===== src/rtl/adc733_seq.sv =====
// Sequencer for the adc733 serial-port core: loads the 9-word control table, issues periodic
// sync strobes, gathers six channel words per sync into one frame and hands it downstream.
module adc733_seq #(
   parameter int SYNC_PERIOD = 1000,
   parameter int TIMEOUT     = 4096,
   parameter int NCH         = 6
) (
   input  logic              clk,
   input  logic              rst,
   input  logic              start,
   input  logic              enable,
   input  logic              cfg_we,
   input  logic [3:0]        cfg_addr,
   input  logic [15:0]       cfg_wdata,
   output logic [15:0]       adc_control_word,
   input  logic              adc_word_sent,
   input  logic              adc_op_mode,
   input  logic              adc_rd_en,
   input  logic [2:0]        adc_channel,
   input  logic [15:0]       adc_data,
   output logic              adc_sync,
   output logic              frm_valid,
   input  logic              frm_ready,
   output logic [16*NCH-1:0] frm_data,
   output logic              overrun,
   output logic              fault,
   output logic [2:0]        state_o
);

   typedef enum logic [2:0] {
      S_IDLE      = 3'd0,
      S_CONFIG    = 3'd1,
      S_WAIT_MODE = 3'd2,
      S_RUN       = 3'd3,
      S_SYNC      = 3'd4,
      S_COLLECT   = 3'd5,
      S_FAULT     = 3'd6
   } state_t;

   localparam int NWORDS = 9;
   localparam int PW     = (SYNC_PERIOD > 1) ? $clog2(SYNC_PERIOD) : 1;
   localparam int TW     = $clog2(TIMEOUT + 1);
   localparam logic [PW-1:0] PERIOD_LAST = PW'(SYNC_PERIOD - 1);
   localparam logic [TW-1:0] TIMER_LAST  = TW'(TIMEOUT - 1);
   localparam logic [3:0]    LAST_IDX    = 4'(NWORDS - 1);

   state_t            state, state_nxt;
   logic [3:0]        reg_idx;
   logic [TW-1:0]     timer;
   logic [PW-1:0]     period_cnt;
   logic [NCH-1:0]    mask, ch_bit, mask_set;
   logic [15:0]       cfg_table [NWORDS];
   logic [15:0]       slot [NCH];
   logic [16*NCH-1:0] frame;
   logic              idle_like, ch_ok, timed_out;
   logic              go_cfg, frame_done, fault_set, load_frame;

   assign idle_like        = (state == S_IDLE) || (state == S_FAULT);
   assign ch_ok            = adc_channel < 3'(NCH);
   assign ch_bit           = ch_ok ? (NCH'(1) << adc_channel) : '0;
   assign mask_set         = mask | ch_bit;
   assign timed_out        = (timer == TIMER_LAST);
   assign adc_control_word = cfg_table[reg_idx];
   assign adc_sync         = (state == S_SYNC);
   assign state_o          = state;
   assign load_frame       = frame_done && (!frm_valid || frm_ready);

   // Completed frame includes the word arriving on the completing cycle.
   always_comb begin
      for (int i = 0; i < NCH; i++) begin
         frame[16*i +: 16] = (adc_rd_en && adc_channel == 3'(i)) ? adc_data : slot[i];
      end
   end

   // NOTE: every output of this block gets a default first, so no path leaves one unassigned and no latch is inferred.
   always_comb begin
      state_nxt  = state;
      go_cfg     = 1'b0;
      frame_done = 1'b0;
      fault_set  = 1'b0;
      case (state)
         S_IDLE, S_FAULT: begin
            if (start) begin
               go_cfg    = 1'b1;
               state_nxt = S_CONFIG;
            end
         end
         S_CONFIG: begin
            if (adc_word_sent && reg_idx == LAST_IDX) begin
               state_nxt = S_WAIT_MODE;
            end else if (timed_out) begin
               fault_set = 1'b1;
               state_nxt = S_FAULT;
            end
         end
         S_WAIT_MODE: if (adc_op_mode) state_nxt = S_RUN;
         S_RUN:       if (period_cnt == PERIOD_LAST && enable) state_nxt = S_SYNC;
         S_SYNC:      state_nxt = S_COLLECT;
         S_COLLECT: begin
            if (adc_rd_en && !ch_ok) begin
               fault_set = 1'b1;
               state_nxt = S_FAULT;
            end else if (adc_rd_en && (&mask_set)) begin
               frame_done = 1'b1;
               state_nxt  = S_RUN;
            end else if (timed_out) begin
               fault_set = 1'b1;
               state_nxt = S_FAULT;
            end
         end
         default: state_nxt = S_IDLE;
      endcase
   end

   // NOTE: all sequential state uses non-blocking assignment so every register samples pre-edge values.
   always_ff @(posedge clk) begin
      if (rst) begin
         state      <= S_IDLE;
         reg_idx    <= '0;
         timer      <= '0;
         period_cnt <= '0;
         mask       <= '0;
         frm_valid  <= 1'b0;
         frm_data   <= '0;
         overrun    <= 1'b0;
         fault      <= 1'b0;
      end else begin
         state <= state_nxt;

         if (state_nxt != state) timer <= '0;
         else if (state == S_CONFIG || state == S_COLLECT) timer <= timer + TW'(1);

         // Period counter saturates at its last value so a late COLLECT or low enable defers the sync.
         case (state)
            S_RUN: begin
               if (state_nxt == S_SYNC) period_cnt <= '0;
               else if (period_cnt != PERIOD_LAST) period_cnt <= period_cnt + PW'(1);
            end
            S_SYNC, S_COLLECT: begin
               if (period_cnt != PERIOD_LAST) period_cnt <= period_cnt + PW'(1);
            end
            default: period_cnt <= '0;
         endcase

         if (go_cfg) reg_idx <= '0;
         else if (state == S_CONFIG && adc_word_sent && reg_idx != LAST_IDX) reg_idx <= reg_idx + 4'd1;

         if (state == S_SYNC) mask <= '0;
         else if (state == S_COLLECT && adc_rd_en) mask <= mask_set;

         if (load_frame) begin
            frm_data  <= frame;
            frm_valid <= 1'b1;
         end else if (frm_valid && frm_ready) begin
            frm_valid <= 1'b0;
         end

         if (go_cfg) overrun <= 1'b0;
         else if (frame_done && !load_frame) overrun <= 1'b1;

         if (go_cfg) fault <= 1'b0;
         else if (fault_set) fault <= 1'b1;
      end
   end

   // NOTE: table and channel slots are plain storage with no reset; the table must survive reset and slots are gated by the mask.
   always_ff @(posedge clk) begin
      if (cfg_we && idle_like && cfg_addr < 4'(NWORDS)) cfg_table[cfg_addr] <= cfg_wdata;
      if (state == S_COLLECT && adc_rd_en && ch_ok) slot[adc_channel] <= adc_data;
   end

endmodule


===== config.mk =====
export PLATFORM = sky130hd
export DESIGN_NAME = adc733_seq
export DESIGN_NICKNAME = d
export VERILOG_FILES = /design/src/rtl/adc733_seq.sv
export SDC_FILE = /design/constraint.sdc
export NUM_CORES = 1
export LEC_CHECK = 0
export ABC_AREA = 1
export CAP_MARGIN = 20
export CORE_MARGIN = 2
export CORE_UTILIZATION = 50
export DETAILED_ROUTE_END_ITERATION = 8
export DONT_BUFFER_PORTS = 1
export GPL_ROUTABILITY_DRIVEN = 0
export HOLD_SLACK_MARGIN = 0.1
export PLACE_DENSITY_LB_ADDON = 0.12
export SLEW_MARGIN = 10
export SYNTH_ARGS = -nofsm -noshare
export SYNTH_HDL_FRONTEND = slang
export SYNTH_SLANG_ARGS = --single-unit

===== constraint.sdc =====
create_clock -name clk -period 3.4 [get_ports clk]
set_input_delay 0.34 -clock clk [delete_from_list [all_inputs] [get_ports clk]]
set_output_delay 0.34 -clock clk [all_outputs]
set_load 0.02 [all_outputs]

=== Word-level counts from Yosys, hierarchy flattened ===
Memories as Yosys holds them, arrays and structs flattened. A register that Yosys moved wholly into a read port is not among the register bits.
Cells that the tools add are included.

* Input bits: 48
* Flip-flop bits (word level): 39
* Memories kept: 2
* Memory bits (writable): 240
* Output and inout port bits: 119

* Shift operators: 1
* Multiplexer cells: 30
* Reductions and logical operators: 27
* Magnitude comparators: 2
* Bitwise gates (word level): 1
* Equality and inequality tests: 13
* Add/subtract/negate cells: 3

{| class="wikitable"
|+ Memory list
! memory !! depth !! width !! read ports !! clocked after memory_dff !! wr ports !! line !! text
|-
| cfg_table || 9 || 16 || 1 || 1 || 1 || 52 || <nowiki>logic [15:0] cfg_table [NWORDS];</nowiki>
|-
| slot || 6 || 16 || 6 || 6 || 1 || 53 || <nowiki>logic [15:0] slot [NCH];</nowiki>
|}

{| class="wikitable"
|+ Operators by type and width
! operator !! count
|-
| $mux W3 || 7
|-
| $mux W10 || 2
|-
| $pmux W10 S2 || 1
|-
| $pmux W3 S6 || 1
|-
| $mux W1 || 15
|-
| $add A13 B1 Y13 const B || 1
|-
| $eq A13 B12 Y1 const B || 1
|-
| $logic_and A1 B1 Y1 || 13
|-
| $eq A3 B3 Y1 const B || 4
|-
| $add A10 B1 Y10 const B || 1
|-
| $eq A10 B10 Y1 const B || 1
|-
| $ne A10 B10 Y1 const B || 1
|-
| $reduce_or A2 Y1 || 5
|-
| $mux W4 || 2
|-
| $eq A3 B2 Y1 const B || 2
|-
| $mux W6 || 1
|-
| $or A6 B6 Y6 || 1
|-
| $reduce_and A6 Y1 || 1
|-
| $shl A1 B3 Y6 const A || 1
|-
| $add A4 B1 Y4 const B || 1
|-
| $eq A4 B4 Y1 const B || 1
|-
| $lt A4 B4 Y1 const B || 1
|-
| $ne A4 B4 Y1 const B || 1
|-
| $eq A3 B1 Y1 const B || 1
|-
| 7 further kinds || 11
|}

=== Longest topological paths before layout ===
Gate-level depths: netlist (run 1).

* Depth after elaboration: 11
* Gate-level depth with buffers: 14
* Mapped depth without buffers: 12

=== Worst setup path after synthesis (run 1) ===
OpenSTA, ideal clock, no wires.

* Path kind: register -> register
* Start: reg state[1] (netlist: state_o[1])
* End: mem cfg_table[1][0] (enable)
* Arrival: 2714 ps
* Setup time: 432 ps
* Path slack: 255 ps
* Required time: 2968 ps
* Stages on the path, launching flop included: 8
* Cells stage by stage: dfxtp_1 -> inv_2 -> nand2_1 -> o21ai_0 -> inv_1 -> nor3_1 -> inv_1 -> nor4_1

* Longest elaborated chain between the ends: 6
* Elaborated cells between the ends (all ways): 7
* Classes of those cells: 1 x eq/ne; 2 x mux; 4 x reduce/logical

{| class="wikitable"
|+ Ends and longest elaborated chain
! element !! line !! text
|-
| start: declaration || 47 || <nowiki>state_t state, state_nxt;</nowiki>
|-
| start signal: assignment || 128 || <nowiki>state <= state_nxt;</nowiki>
|-
| $eq A3 B3 Y1 / $logic_not A3 Y1 (equally long branches) || 58 || <nowiki>assign idle_like = (state == S_IDLE) || (state == S_FAULT);</nowiki>
|-
| $logic_or A1 B1 Y1 (*) || 58 ||
|-
| $logic_and A1 B1 Y1 (*) (2 in series) || 168 || <nowiki>if (cfg_we && idle_like && cfg_addr < 4'(NWORDS)) cfg_table[cfg_addr] <= cfg_wdata;</nowiki>
|-
| $mux W1 (*) || 168 ||
|-
| $mux W1 (not written as such) (*) || 168 ||
|-
| end: declaration || 52 ||
|}

Mark *: on every way between the ends. The rest lies on a longest branch, timed or not.

==> results_dict.tcl, run 1 <==
set metrics [dict create \
    numCtsBuffers 39 \
    drive_gt1_share_pct 7.26 \
    maxSlewViolCount 0 \
    syn-instance-count 1522 \
    drtIter0Drc 791 \
    htree_num_levels 2 \
    clock-skew-final_ps 18.2 \
    vias 10651 \
    start_util_pct 51.1 \
    synth_top_area_share_pct 47.3 \
    grt_pass1_vias 10027 \
    grt_start_max_net_pins 97 \
    cts_root_buf "clkbuf_16" \
    setup_viol 0 \
    via_per_inst 5.39 \
    p_leak_uw 0.00658 \
    pre_cts_ws_ps 659 \
    insertedDiodeCount 0 \
    max_slew_margin_pct 25.6 \
    placementRows 63 \
    clock_latency_ps 520 \
    drc 0 \
    rsz0062_at_grt "no" \
    met1_usage_pct 29.3 \
    worstSetupEndpointType "primary output" \
    synthArstFlopShare_pct 0 \
    hold_depth 4 \
    postCtsSetupBuffers 0 \
    cts_tree "done" \
    critPathArrivalTime_ps 2440 \
    power_density_nw_per_um2 534 \
    die-area_um2 31900 \
    layout_commonest_cell "nand2_1" \
    routed_wl_um 36800 \
    grt_use_met2_pct 39.2 \
    synthTopCellsByArea "edfxtp_1 47%, dfxtp_1 18%, nand2_1 8.9%" \
    clk_path_buf_depth 3 \
    setup_ws_ps 619 \
    r2r-end "cfg_table[1][11]" \
    final_antenna_net_count 0 \
    worst_pin_slew_ps 1110 \
    max_freq_mhz 360 \
    layout_common_cells "360 x nand2_1, 247 x nor2_1, 240 x edfxtp_1" \
    nets 1608 \
    status "finished clean" \
    die_height_um 179 \
    fillers 2564 \
    r2r_setup_slack_ps 710 \
    vdd_ir_drop_max_uv 392 \
    synth_edf_count 240 \
    critPathRequiredTime_ps 3060 \
    yosys_most_used_dff "edfxtp_1" \
    cts_sinks 379 \
    min_period_ps 2780 \
    drv_cap 0 \
    yosysTopAreaCell "edfxtp_1" \
    clk_pin_slew_ps 60 \
    gr-usage-met3_pct 5.09 \
    drt_pass1_iterations 5 \
    grt-ovfl-total 0 \
    finalCritPeriodShare_pct 81.8 \
    track_usage_pct 23.0 \
    hold_viol 0 \
    synth_warnings 0 \
    syn-num-nets 1574 \
    timing.rr.start "state_o[1]" \
    antenna_found_initial 2 \
    areaGrowthSynthToFinish_pct 13.2 \
    ff2ff_path_depth 8 \
    hold_end "frm_data[22]" \
    startpoint_type "flip-flop" \
    crit_type "reg -> out" \
    holdCritStartpoint "adc_data[6]" \
    synth-seq-cells 379 \
    fin_tns_setup_ps 0 \
    detail_route.wl_per_cell_um 18.6 \
    grt_first_pass_wirelength_um 56700 \
    core_area_um2 29800 \
    synthDistinctLibCells 35 \
    die_w_um 179 \
    netlist_area_um2 15200 \
    hp-class "in -> reg" \
    path_max_fanout 32 \
    syn-mean-instance-area_um2 10.0 \
    dp_hpwl_um 22200 \
    portBuffers 0 \
    grt_busiest_layer "met2" \
    pin_count 167 \
    ys_seq_area_share_pct 65.6 \
]
## layer usage
metal,up-vias,wire length (um)
met5,-,0
met2,295,18000
met4,0,1100
met1,5111,15200
met3,69,2560
li1,5176,-
## flip-flops by register name, summed over array words and instances, names as in the netlist, 3 cells and up, named ones only
signal and count:
cfg_table 144, frm_data 96, timer 13, reg_idx 4, period_cnt 10, slot 96
state_o 3, mask 6
## through the flow
stage	utilization, %	power (uW)	instances	hold WS, ps	cell area [um^2]
3_3_place_gp	52.6	5180	1868	413	15700
3_5_place_dp	52.6	5190	1868	414	15700
6_report	57.9	9200	1975	119	17200
2_1_floorplan	-	5140	1522	409	15200
4_1_cts	57.9	9300	1975	101	17200
5_1_grt	57.9	9490	1975	134	17200
## logic make-up (layout without fill, tap and decap cells)
family                   after synthesis  after routing  synth area share [%]
AND/OR/NAND/NOR                      686            686                  18.0
AO/OA/AOI/OAI                        238            238                  8.51
XOR/XNOR                              15             15                 0.863
multiplexers                          33             33                  2.17
flip-flops                           379            379                  65.6
buffers and inverters                167            230                  4.58
adder cells (fa/ha/maj)                4              4                 0.329
## worst max path at each step
stage,cells past startpoint,end,startpoint,slack (ps)
after floorplan,7,cfg_table[1][0],state_o[1],250
after global placement,8,cfg_table[1][12],state_o[1],740
after detailed placement,12,frm_data[76],adc_channel[0],660
after CTS,4,adc_control_word[6],flip-flop,580
after global routing,4,adc_control_word[6],flip-flop,490
final,4,adc_control_word[6],flip-flop,620
## what timing repair did
| item | 4_1_cts | 5_1_grt |
|---|---|---|
| hold buffers | 37 | 0 |
| gates resized for setup | 0 | 0 |
| endpoints found under the hold margin | 337 | 0 |
## layout make-up
cell class	instances	area (um^2)	share of cell area (%)
Clock buffer	55	1090	6.31
Clock inverter	15	116	0.675
Inverter	97	364	2.11
Multi-Input combinational cell	976	4590	26.6
Sequential cell	379	9990	58.0
Tap cell	390	488	2.83
Timing Repair Buffer	63	603	3.50
## critical path, cell delays in order (launching register included)
cell and delay [ps]:
dfxtp_1 330, inv_1 810, o21ai_0 230, o211ai_1 330, nand2_1 230
## synthesized netlist by cell type (3+ instances only)
library cell and n:
clkbuf_1 49, inv_1 84, mux2i_1 33, buf_2 8
nor2_2 8, edfxtp_1 240, nor4_1 7, nor2_4 4
buf_6 4, xor2_1 9, nor3_1 14, nand3_1 36
o21ai_0 111, o21ai_1 40, nand4_1 6, a21oi_1 45
buf_4 8, ha_1 4, a211oi_1 3, nor2_1 247
dfxtp_1 139, o211ai_1 34, nand2_1 360, xnor2_1 6
inv_2 12
## where the power goes
group / total (uW) / internal (uW) / leakage, uW / switching [uW]
registers: 4920 / 4910 / 0.00328 / 13.5
clock network: 4010 / 2310 / 0.000578 / 1700
logic: 273 / 73.7 / 0.00272 / 199
(Power assumes the default switching activity.)
==> inputs of run 2 (changes only) <==
ABC_AREA = 0   (was 1)
clock period = 2.65 ns   (was 3.4 ns; I/O delays follow)
==> run 2 against run 1 <==
  * Critical path type unchanged
  * First-iteration DRC count down 23%
  * Register-to-register slack lost 350 ps
  * Highest routed layer is now met5
  * Critical endpoint is now adc_control_word[2]
  * Cell area is 2.6% higher
==> results_dict.tcl, run 2 <==
set metrics [dict create \
    max_slew_margin_pct 46.5 \
    synth_top_area_share_pct 46.8 \
    dp_hpwl_um 20800 \
    ys_seq_area_share_pct 64.9 \
    pre_cts_ws_ps 432 \
    detail_route.wl_per_cell_um 23.7 \
    syn-mean-instance-area_um2 14.7 \
    status "finished clean" \
    cts_sinks 379 \
    cts_root_buf "clkbuf_16" \
    grt_start_max_net_pins 104 \
    rsz0062_at_grt "no" \
    drt_pass1_iterations 5 \
    clock_latency_ps 520 \
    portBuffers 0 \
    layout_common_cells "240 x edfxtp_1, 138 x dfxtp_1, 116 x mux2i_1" \
    synth_warnings 0 \
    p_leak_uw 0.00557 \
    synth-seq-cells 379 \
    vdd_ir_drop_max_uv 460 \
    syn-instance-count 1049 \
    die_height_um 179 \
    maxSlewViolCount 0 \
    synthTopCellsByArea "edfxtp_1 47%, dfxtp_1 18%, mux2i_1 7.5%" \
    cp_slowest_cell "mux4_2" \
    track_usage_pct 22.0 \
    path_max_fanout 32 \
    cp_cell_sequence "buf_12, mux4_2, mux2i_1, o21ai_0, buf_4" \
    clock-skew-final_ps 10.6 \
    drc 0 \
    p_total_uw 12200 \
    grt_pass1_vias 9124 \
    max_freq_mhz 403 \
    startpoint_type "flip-flop" \
    top_register "cfg_table" \
    setup_viol 0 \
    routed_wl_um 35900 \
    yosys_most_used_dff "edfxtp_1" \
    hp-class "in -> reg" \
    grt-ovfl-total 0 \
    crit_buf_inv 2 \
    largest_reg_flops 144 \
    critPathRequiredTime_ps 2380 \
    crit_family "multiplexers" \
    grt_first_pass_wirelength_um 56200 \
    min_period_ps 2480 \
    fillers 2398 \
    start_util_pct 50.6 \
    utilization_pct 58.1 \
    postCtsSetupBuffers 0 \
    die-area_um2 32200 \
    netlist_area_um2 15400 \
    vias 9095 \
    syn-num-nets 1101 \
    drv_cap 0 \
    layout_commonest_cell "edfxtp_1" \
    drive_gt1_share_pct 18.4 \
    slowest_delay_ps 540 \
    htree_num_levels 2 \
    finalCritPeriodShare_pct 93.7 \
    r2r_setup_slack_ps 360 \
    fin_tns_setup_ps 0 \
    clk_path_buf_depth 3 \
    cts_tree "done" \
    antenna_found_initial 3 \
    crit_type "reg -> out" \
    pin_count 167 \
    numCtsBuffers 40 \
    worst_pin_slew_ps 800 \
    synthArstFlopShare_pct 0 \
    die_w_um 179 \
    yosys-top-cells-count "240 x edfxtp_1, 139 x dfxtp_1, 116 x mux2i_1" \
    critPathArrivalTime_ps 2220 \
    core_area_um2 30400 \
    via_per_inst 6.00 \
    areaGrowthSynthToFinish_pct 14.9 \
    clk_pin_slew_ps 60 \
    nets 1142 \
    worstSetupEndpointType "primary output" \
    final_antenna_net_count 0 \
    top_regs "cfg_table: 144 flops, frm_data: 96 flops, slot: 96 flops" \
    hold_viol 0 \
    synth_edf_count 240 \
    yosysTopAreaCell "edfxtp_1" \
    synthDistinctLibCells 56 \
    yosysMostFrequentCell "edfxtp_1" \
    drtIter0Drc 607 \
    power_density_nw_per_um2 690 \
    placementRows 64 \
    setup_ws_ps 166 \
]
==> run 2: power breakdown <==
group | leakage (uW) | switching (uW) | total [uW] | internal, uW
registers | 0.00328 | 7.40 | 6300 | 6290
clock network | 0.000633 | 2250 | 5560 | 3310
logic | 0.00166 | 221 | 340 | 120
total | 0.00557 | 2480 | 12200 | 9720
==> run 2: repair_timing <==
action,CTS,global route
gates resized for setup,0,0
endpoints found under the hold margin,359,0
hold buffers,37,0
==> run 2: final timing paths <==
kind,depth (start not counted),to,from
worst min-delay path,2,cfg_table[4][15],cfg_addr[1]
worst max-delay path,5,adc_control_word[2],flip-flop
worst min register to register,1,mask[1],mask[1]
worst max register to register,7,state_o[2],timer[0]
==> run 2: cells by family after synthesis <==
| kind of cell | synth area share, % |
|---|---|
| flops | 64.9 |
| mux | 12.2 |
| compound gates | 11.6 |
| xor+xnor | 1.37 |
| buf+inv | 3.56 |
| fa+ha+maj | 0.325 |
| simple gates | 6.03 |
==> run 2: routing by layer <==
layer  vias to the layer above  GRT usage, %  routed length [um]
met2                       224          36.3               17500
li1                       4231             -                   -
met5                         -             0                  24
met1                      4584          28.8               15200
met3                        52          6.40                2500
met4                         4          5.37                 669
==> run 2: final cells by class <==
cell class	instances	area, um^2	area share [%]
diodes	1	2.50	0.0142
clock buffers	53	1090	6.17
clock inverters	19	219	1.24
inverters	7	26.3	0.149
multi-input cells	570	4920	27.8
flip-flops and latches	379	9990	56.5
well taps	396	495	2.80
repair buffers	92	938	5.31
==> run 2: metrics by stage <==
stage / std cells / hold WS (ps) / instance area (um^2)
after global routing: 1517 / 115 / 17700
after CTS: 1516 / 110 / 17700
after detailed placement: 1407 / 346 / 16000
after global placement: 1407 / 345 / 16000
final: 1517 / 129 / 17700
after floorplan: 1049 / 364 / 15400
